File: src/rtl/ws2812_bit_encoder.sv
// ws2812_bit_encoder
// Serialises GRB pixel words MSB first into the WS2812 one-wire waveform.
// Every bit is a high phase followed by a low phase, both counted in
// CLK_Enable ticks. Back-to-back pixels run with zero gap, and a frame
// closes with a reset-low latch period.
// Build option: define WS2812_RGBW_EN for 32-bit SK6812 {G,R,B,W} words;
// otherwise the words are 24-bit {G,R,B}.
module ws2812_bit_encoder #(
    parameter int T0H     = 20,
    parameter int T0L     = 43,
    parameter int T1H     = 40,
    parameter int T1L     = 23,
    parameter int RES_CYC = 2500,
    parameter int CNT_W   = 12,
`ifdef WS2812_RGBW_EN
    localparam int DATA_W = 32
`else
    localparam int DATA_W = 24
`endif
) (
    input  logic              Clock,
    input  logic              cRst,
    input  logic              CLK_Enable,
    input  logic [DATA_W-1:0] PixelData,
    input  logic              PixelLast,
    input  logic              PixelValid,
    output logic              PixelReady,
    output logic              DOut,
    output logic              Busy,
    output logic              FrameDone,
    output logic              Underrun
);

    localparam int IDX_W = $clog2(DATA_W);

    typedef enum logic [1:0] {
        IDLE  = 2'd0,
        HIGH  = 2'd1,
        LOW   = 2'd2,
        LATCH = 2'd3
    } state_t;

    state_t              state;
    logic [CNT_W-1:0]    cnt;
    logic [IDX_W-1:0]    idx;
    logic [DATA_W-1:0]   shreg;
    logic                last_q;
    logic                dout_q;
    logic                frame_done_q;
    logic                underrun_q;
    logic                xfer;
    logic                word_end;

    // Reload value for the high phase of a bit (count runs down to zero).
    function automatic logic [CNT_W-1:0] high_len(input logic b);
        return b ? CNT_W'(T1H - 1) : CNT_W'(T0H - 1);
    endfunction

    // Reload value for the low phase of a bit.
    function automatic logic [CNT_W-1:0] low_len(input logic b);
        return b ? CNT_W'(T1L - 1) : CNT_W'(T0L - 1);
    endfunction

    // Final tick of bit 0's low phase: the only moment a follow-on word can be taken mid-frame.
    assign word_end   = (state == LOW) && CLK_Enable && (cnt == '0) && (idx == '0);
    assign PixelReady = (state == IDLE) || (word_end && !last_q);
    assign xfer       = PixelValid && PixelReady;

    assign DOut      = dout_q;
    assign Busy      = (state != IDLE);
    assign FrameDone = frame_done_q;
    assign Underrun  = underrun_q;

    // Bit-phase FSM: loads words, times high/low phases per tick, drives the line and status pulses.
    always_ff @(posedge Clock) begin
        if (cRst) begin
            state        <= IDLE;
            cnt          <= '0;
            idx          <= '0;
            last_q       <= 1'b0;
            dout_q       <= 1'b0;
            frame_done_q <= 1'b0;
            underrun_q   <= 1'b0;
        end else begin
            frame_done_q <= 1'b0;
            underrun_q   <= 1'b0;
            case (state)
                IDLE: begin
                    if (xfer) begin
                        shreg  <= PixelData;
                        last_q <= PixelLast;
                        idx    <= IDX_W'(DATA_W - 1);
                        cnt    <= high_len(PixelData[DATA_W-1]);
                        dout_q <= 1'b1;
                        state  <= HIGH;
                    end
                end
                HIGH: begin
                    if (CLK_Enable) begin
                        if (cnt == '0) begin
                            cnt    <= low_len(shreg[DATA_W-1]);
                            dout_q <= 1'b0;
                            state  <= LOW;
                        end else begin
                            cnt <= cnt - 1'b1;
                        end
                    end
                end
                LOW: begin
                    if (CLK_Enable) begin
                        if (cnt != '0) begin
                            cnt <= cnt - 1'b1;
                        end else if (idx != '0) begin
                            idx    <= idx - 1'b1;
                            shreg  <= shreg << 1;
                            cnt    <= high_len(shreg[DATA_W-2]);
                            dout_q <= 1'b1;
                            state  <= HIGH;
                        end else if (last_q) begin
                            cnt   <= CNT_W'(RES_CYC - 1);
                            state <= LATCH;
                        end else if (xfer) begin
                            shreg  <= PixelData;
                            last_q <= PixelLast;
                            idx    <= IDX_W'(DATA_W - 1);
                            cnt    <= high_len(PixelData[DATA_W-1]);
                            dout_q <= 1'b1;
                            state  <= HIGH;
                        end else begin
                            underrun_q <= 1'b1;
                            state      <= IDLE;
                        end
                    end
                end
                LATCH: begin
                    if (CLK_Enable) begin
                        if (cnt == '0) begin
                            frame_done_q <= 1'b1;
                            state        <= IDLE;
                        end else begin
                            cnt <= cnt - 1'b1;
                        end
                    end
                end
                default: state <= IDLE;
            endcase
        end
    end

endmodule
File: config.mk
export PLATFORM = sky130hd
export DESIGN_NAME = ws2812_bit_encoder
export DESIGN_NICKNAME = d
export VERILOG_FILES = /design/src/rtl/ws2812_bit_encoder.sv
export SDC_FILE = /design/constraint.sdc
export NUM_CORES = 1
export LEC_CHECK = 0
export CORE_MARGIN = 2
export CORE_UTILIZATION = 35
export DETAILED_ROUTE_END_ITERATION = 7
export PLACE_DENSITY_LB_ADDON = 0.08
export SYNTH_ARGS = -nofsm -noshare
export SYNTH_HDL_FRONTEND = slang
export SYNTH_SLANG_ARGS = --single-unit
File: constraint.sdc
create_clock -name Clock -period 5.4 [get_ports Clock]
set_input_delay 0.81 -clock Clock [delete_from_list [all_inputs] [get_ports Clock]]
set_output_delay 0.81 -clock Clock [all_outputs]
set_load 0.01 [all_outputs]
==> results.sh <==
export IMPL_peakVddDrop_mv=0.235
export IMPL_finalNonFillerCells=496
export IMPL_power_frac_clock_pct=14.5
export IMPL_outcome="finished clean"
export IMPL_wire_per_inst_um=16.1
export IMPL_via_per_inst=5.67
export IMPL_dp_cells=488
export IMPL_drive_gt1_share_pct=5.63
export IMPL_drv_slew=0
export IMPL_required_ns=4.59
export IMPL_root_buffer="clkbuf_8"
export IMPL_antenna_found_initial=0
export IMPL_max_slew_margin_pct=30.8
export IMPL_holdWs_ns=0.519
export IMPL_clock_sinks=47
export IMPL_rsz0062_at_grt="false"
export IMPL_clk_latency_ns=0.30
export IMPL_gr_usage_all_layers_pct=18.2
export IMPL_cts_setup_buffers=0
export IMPL_ant_nets=0
export IMPL_grt_pass1_wl_um=13100
export IMPL_max_stage_delay_ns=0.66
export IMPL_numCtsBuffers=5
export IMPL_min_period_over_period_pct=66.7
export IMPL_ys_types=54
export IMPL_drv_cap=0
export IMPL_swShare_pct=44.8
export IMPL_grt_max_degree=48
export IMPL_final_nets=428
export IMPL_holdPathStages=1
export IMPL_cts_max_level=2
export IMPL_setup_worst_path_end_class="output port"
export IMPL_grt_pass1_vias=2593
export IMPL_io_buffers=33
export IMPL_row_count=33
export IMPL_worst_slew_pin_slew_ns=1.02
export IMPL_synth_top_cell_by_area="edfxtp_1"
export IMPL_p_sw_uw=959
export IMPL_drtIter0Drc=189
export IMPL_avgSynthCellArea_sq_um=8.07
export IMPL_min_path_type="reg2reg"
export IMPL_synth_area_top_cells="edfxtp_1, dfxtp_1, nand2_1"
export IMPL_antennaDiodeCount=0
export IMPL_drc_errors=0
export IMPL_core_area_sq_um=8220
export IMPL_gp_congestion=0.865
export IMPL_clock_path_buffers=2
export IMPL_fmax_ghz=0.278
export IMPL_hold_viol=0
export IMPL_initial_core_util_pct=36.0
export IMPL_path_cells="inv_1 > ha_1 > or4b_2 > nor4_1 > buf_4 > nand2_1 > o21ai_0 > clkdlybuf4s50_1"
export IMPL_finalSetupTns_ns=0
export IMPL_synth_top_area_share_pct=24.3
export IMPL_synthMostInstantiatedCell="nand2_1"
export IMPL_cts_resized_gates=0
export IMPL_ff2ff_path_depth=9
export IMPL_netlist_instances=367
export IMPL_area_delta_synth_final_pct=17.6
export IMPL_num_vias=2810
export IMPL_die_x_um=96.0
export IMPL_setup_viol=0
export IMPL_synth_edf_count=24
export IMPL_die_area_sq_um=9210
export IMPL_synth_seq_cells=47
export IMPL_ys_flop_type="edfxtp_1"
export IMPL_clk_pin_slew_ns=0.10
export IMPL_synth_fp_nets=405
export IMPL_cts_tree="done"
export IMPL_timing_final_crit_period_ns=3.60
export IMPL_clock_skew_final_ns=0.00835
export IMPL_slowest_stage="or4b_2"
export IMPL_critPathArrivalTime_ns=2.79
export IMPL_start_kind="flop"
export IMPL_power_frac_comb_pct=54.7
export IMPL_power_density_nw_per_um2=614
export IMPL_fp_dieH_um=96.0
export IMPL_synth_commonest_cells="nand2_1, nor2_1, a21oi_1"
export IMPL_cp_top_family="simple AND/OR/NAND/NOR gates"
export IMPL_crit_buf_inv=3
export IMPL_crit_type="reg2out"
export IMPL_power_leakage_uw=0.00129
export IMPL_dp_final_hpwl_um=5390
export IMPL_crit_fanout=8
export IMPL_grt_remaining_overflow=0
export IMPL_holdBufCountCts=0
export IMPL_drt_pass1_iterations=4
export IMPL_synth_warnings=0
export IMPL_finalWirelength_um=7970
export IMPL_io_pins=34
export IMPL_p_seq_share_pct=30.8
export IMPL_async_flop_share_pct=0
export IMPL_syn_area_sq_um=2960
export IMPL_intPower_uw=1180
export IMPL_synth_seq_area_share_pct=39.9
export IMPL_path_depth=8
per-stage QoR:
stage                     setup slack [ns]  instance area (sq um)  utilization (%)  power (uW)
after floorplan                       2.32                   2960                -        1530
after global routing                  1.64                   3480             42.4        2330
final                                 1.80                   3480             42.4        2140
after detailed placement              2.15                   3350             40.8        1810
after CTS                             1.79                   3480             42.4        2130
after global placement                2.17                   3350             40.8        1820
worst reg2reg max path: cells and delay by family, from the launching register on:
family                   cells  cell delay, ns
flip-flops                   1            0.37
AO/OA/AOI/OAI                3            0.70
adder cells (fa/ha/maj)      1            0.14
AND/OR/NAND/NOR              3            1.59
buffers and inverters        2            0.34
registers in the layout (all words and copies together), names as in the netlist:
signal and cells:
state 2, DOut 1, cnt 12, idx 5, Underrun 1, FrameDone 1, shreg 24, last_q 1
area by class of cell:
cell class / count / area [sq um]
Multi-Input combinational cell: 281 / 1600
Clock inverter: 2 / 60.1
Fill cell: 838 / 4730
Sequential cell: 47 / 1180
Inverter: 16 / 60.1
Tap cell: 105 / 131
Clock buffer: 6 / 72.6
Timing Repair Buffer: 39 / 375
final timing paths:
kind                             start    endpoint  slack [ns]
worst min register to register  idx[1]      idx[1]        0.52
worst max-delay path            cnt[0]  PixelReady        1.80
worst max register to register  cnt[0]      cnt[2]        2.21
worst min-delay path            idx[1]      idx[1]        0.52
power by group through the flow:
| stage | Sequential, uW | Combinational, uW | Clock (uW) |
|---|---|---|---|
| detailed placement | 664 | 1150 | 0 |
| finish | 660 | 1170 | 310 |
| floorplan | 638 | 896 | 0 |
| global route | 682 | 1320 | 334 |
| global placement | 664 | 1150 | 0 |
| CTS | 657 | 1160 | 319 |
metal layers:
layer  part of all wire, %  vias to the layer above  GRT usage [%]
li1                      -                     1392              -
met1                    49                     1334           27.2
met2                    45                       80           27.4
met3                   5.1                        4           2.98
met4                  0.60                        0           3.93
met5                     0                        -              0
cell families (layout without fill, tap and decap cells):
family	Yosys count	in the layout	synth area share (%)
AND/OR/NAND/NOR	151	151	23.7
AO/OA/AOI/OAI	116	116	25.0
flip-flops	47	47	39.9
buffers and inverters	39	63	6.08
adder cells (fa/ha/maj)	9	9	3.80
XOR/XNOR	4	4	1.18
multiplexers	1	1	0.338
placed cells by master, fill, tap and decap left out, types with 2 or more instances in the layout:
cell type | synthesis | routed
nand2_1 | 62 | 62
nor2_1 | 41 | 40
a21oi_1 | 34 | 34
clkdlybuf4s50_1 | 0 | 33
a31oi_1 | 25 | 25
edfxtp_1 | 24 | 24
dfxtp_1 | 23 | 23
o21ai_0 | 22 | 22
inv_1 | 16 | 16
ha_1 | 9 | 9
nor4_1 | 8 | 8
nor3_1 | 6 | 6
buf_4 | 0 | 6
clkbuf_8 | 0 | 5
and2_1 | 4 | 4
nand3_1 | 4 | 4
nand4_1 | 3 | 3
o31a_1 | 3 | 3
or3_1 | 3 | 3
a211oi_1 | 3 | 3
xnor2_1 | 3 | 3
a22o_1 | 3 | 3
and3_1 | 3 | 3
o21a_1 | 3 | 3
or4b_2 | 2 | 2
or4_4 | 2 | 2
nand2b_1 | 2 | 2
nor2b_1 | 2 | 2
o41ai_1 | 2 | 2
a21o_1 | 2 | 2
a221oi_1 | 2 | 2
o22ai_1 | 2 | 2
a22oi_1 | 2 | 2
and4_1 | 2 | 2
a311oi_1 | 2 | 2
a32oi_1 | 2 | 2
bufinv_16 | 0 | 2
Power figures use the tool's default switching activity.
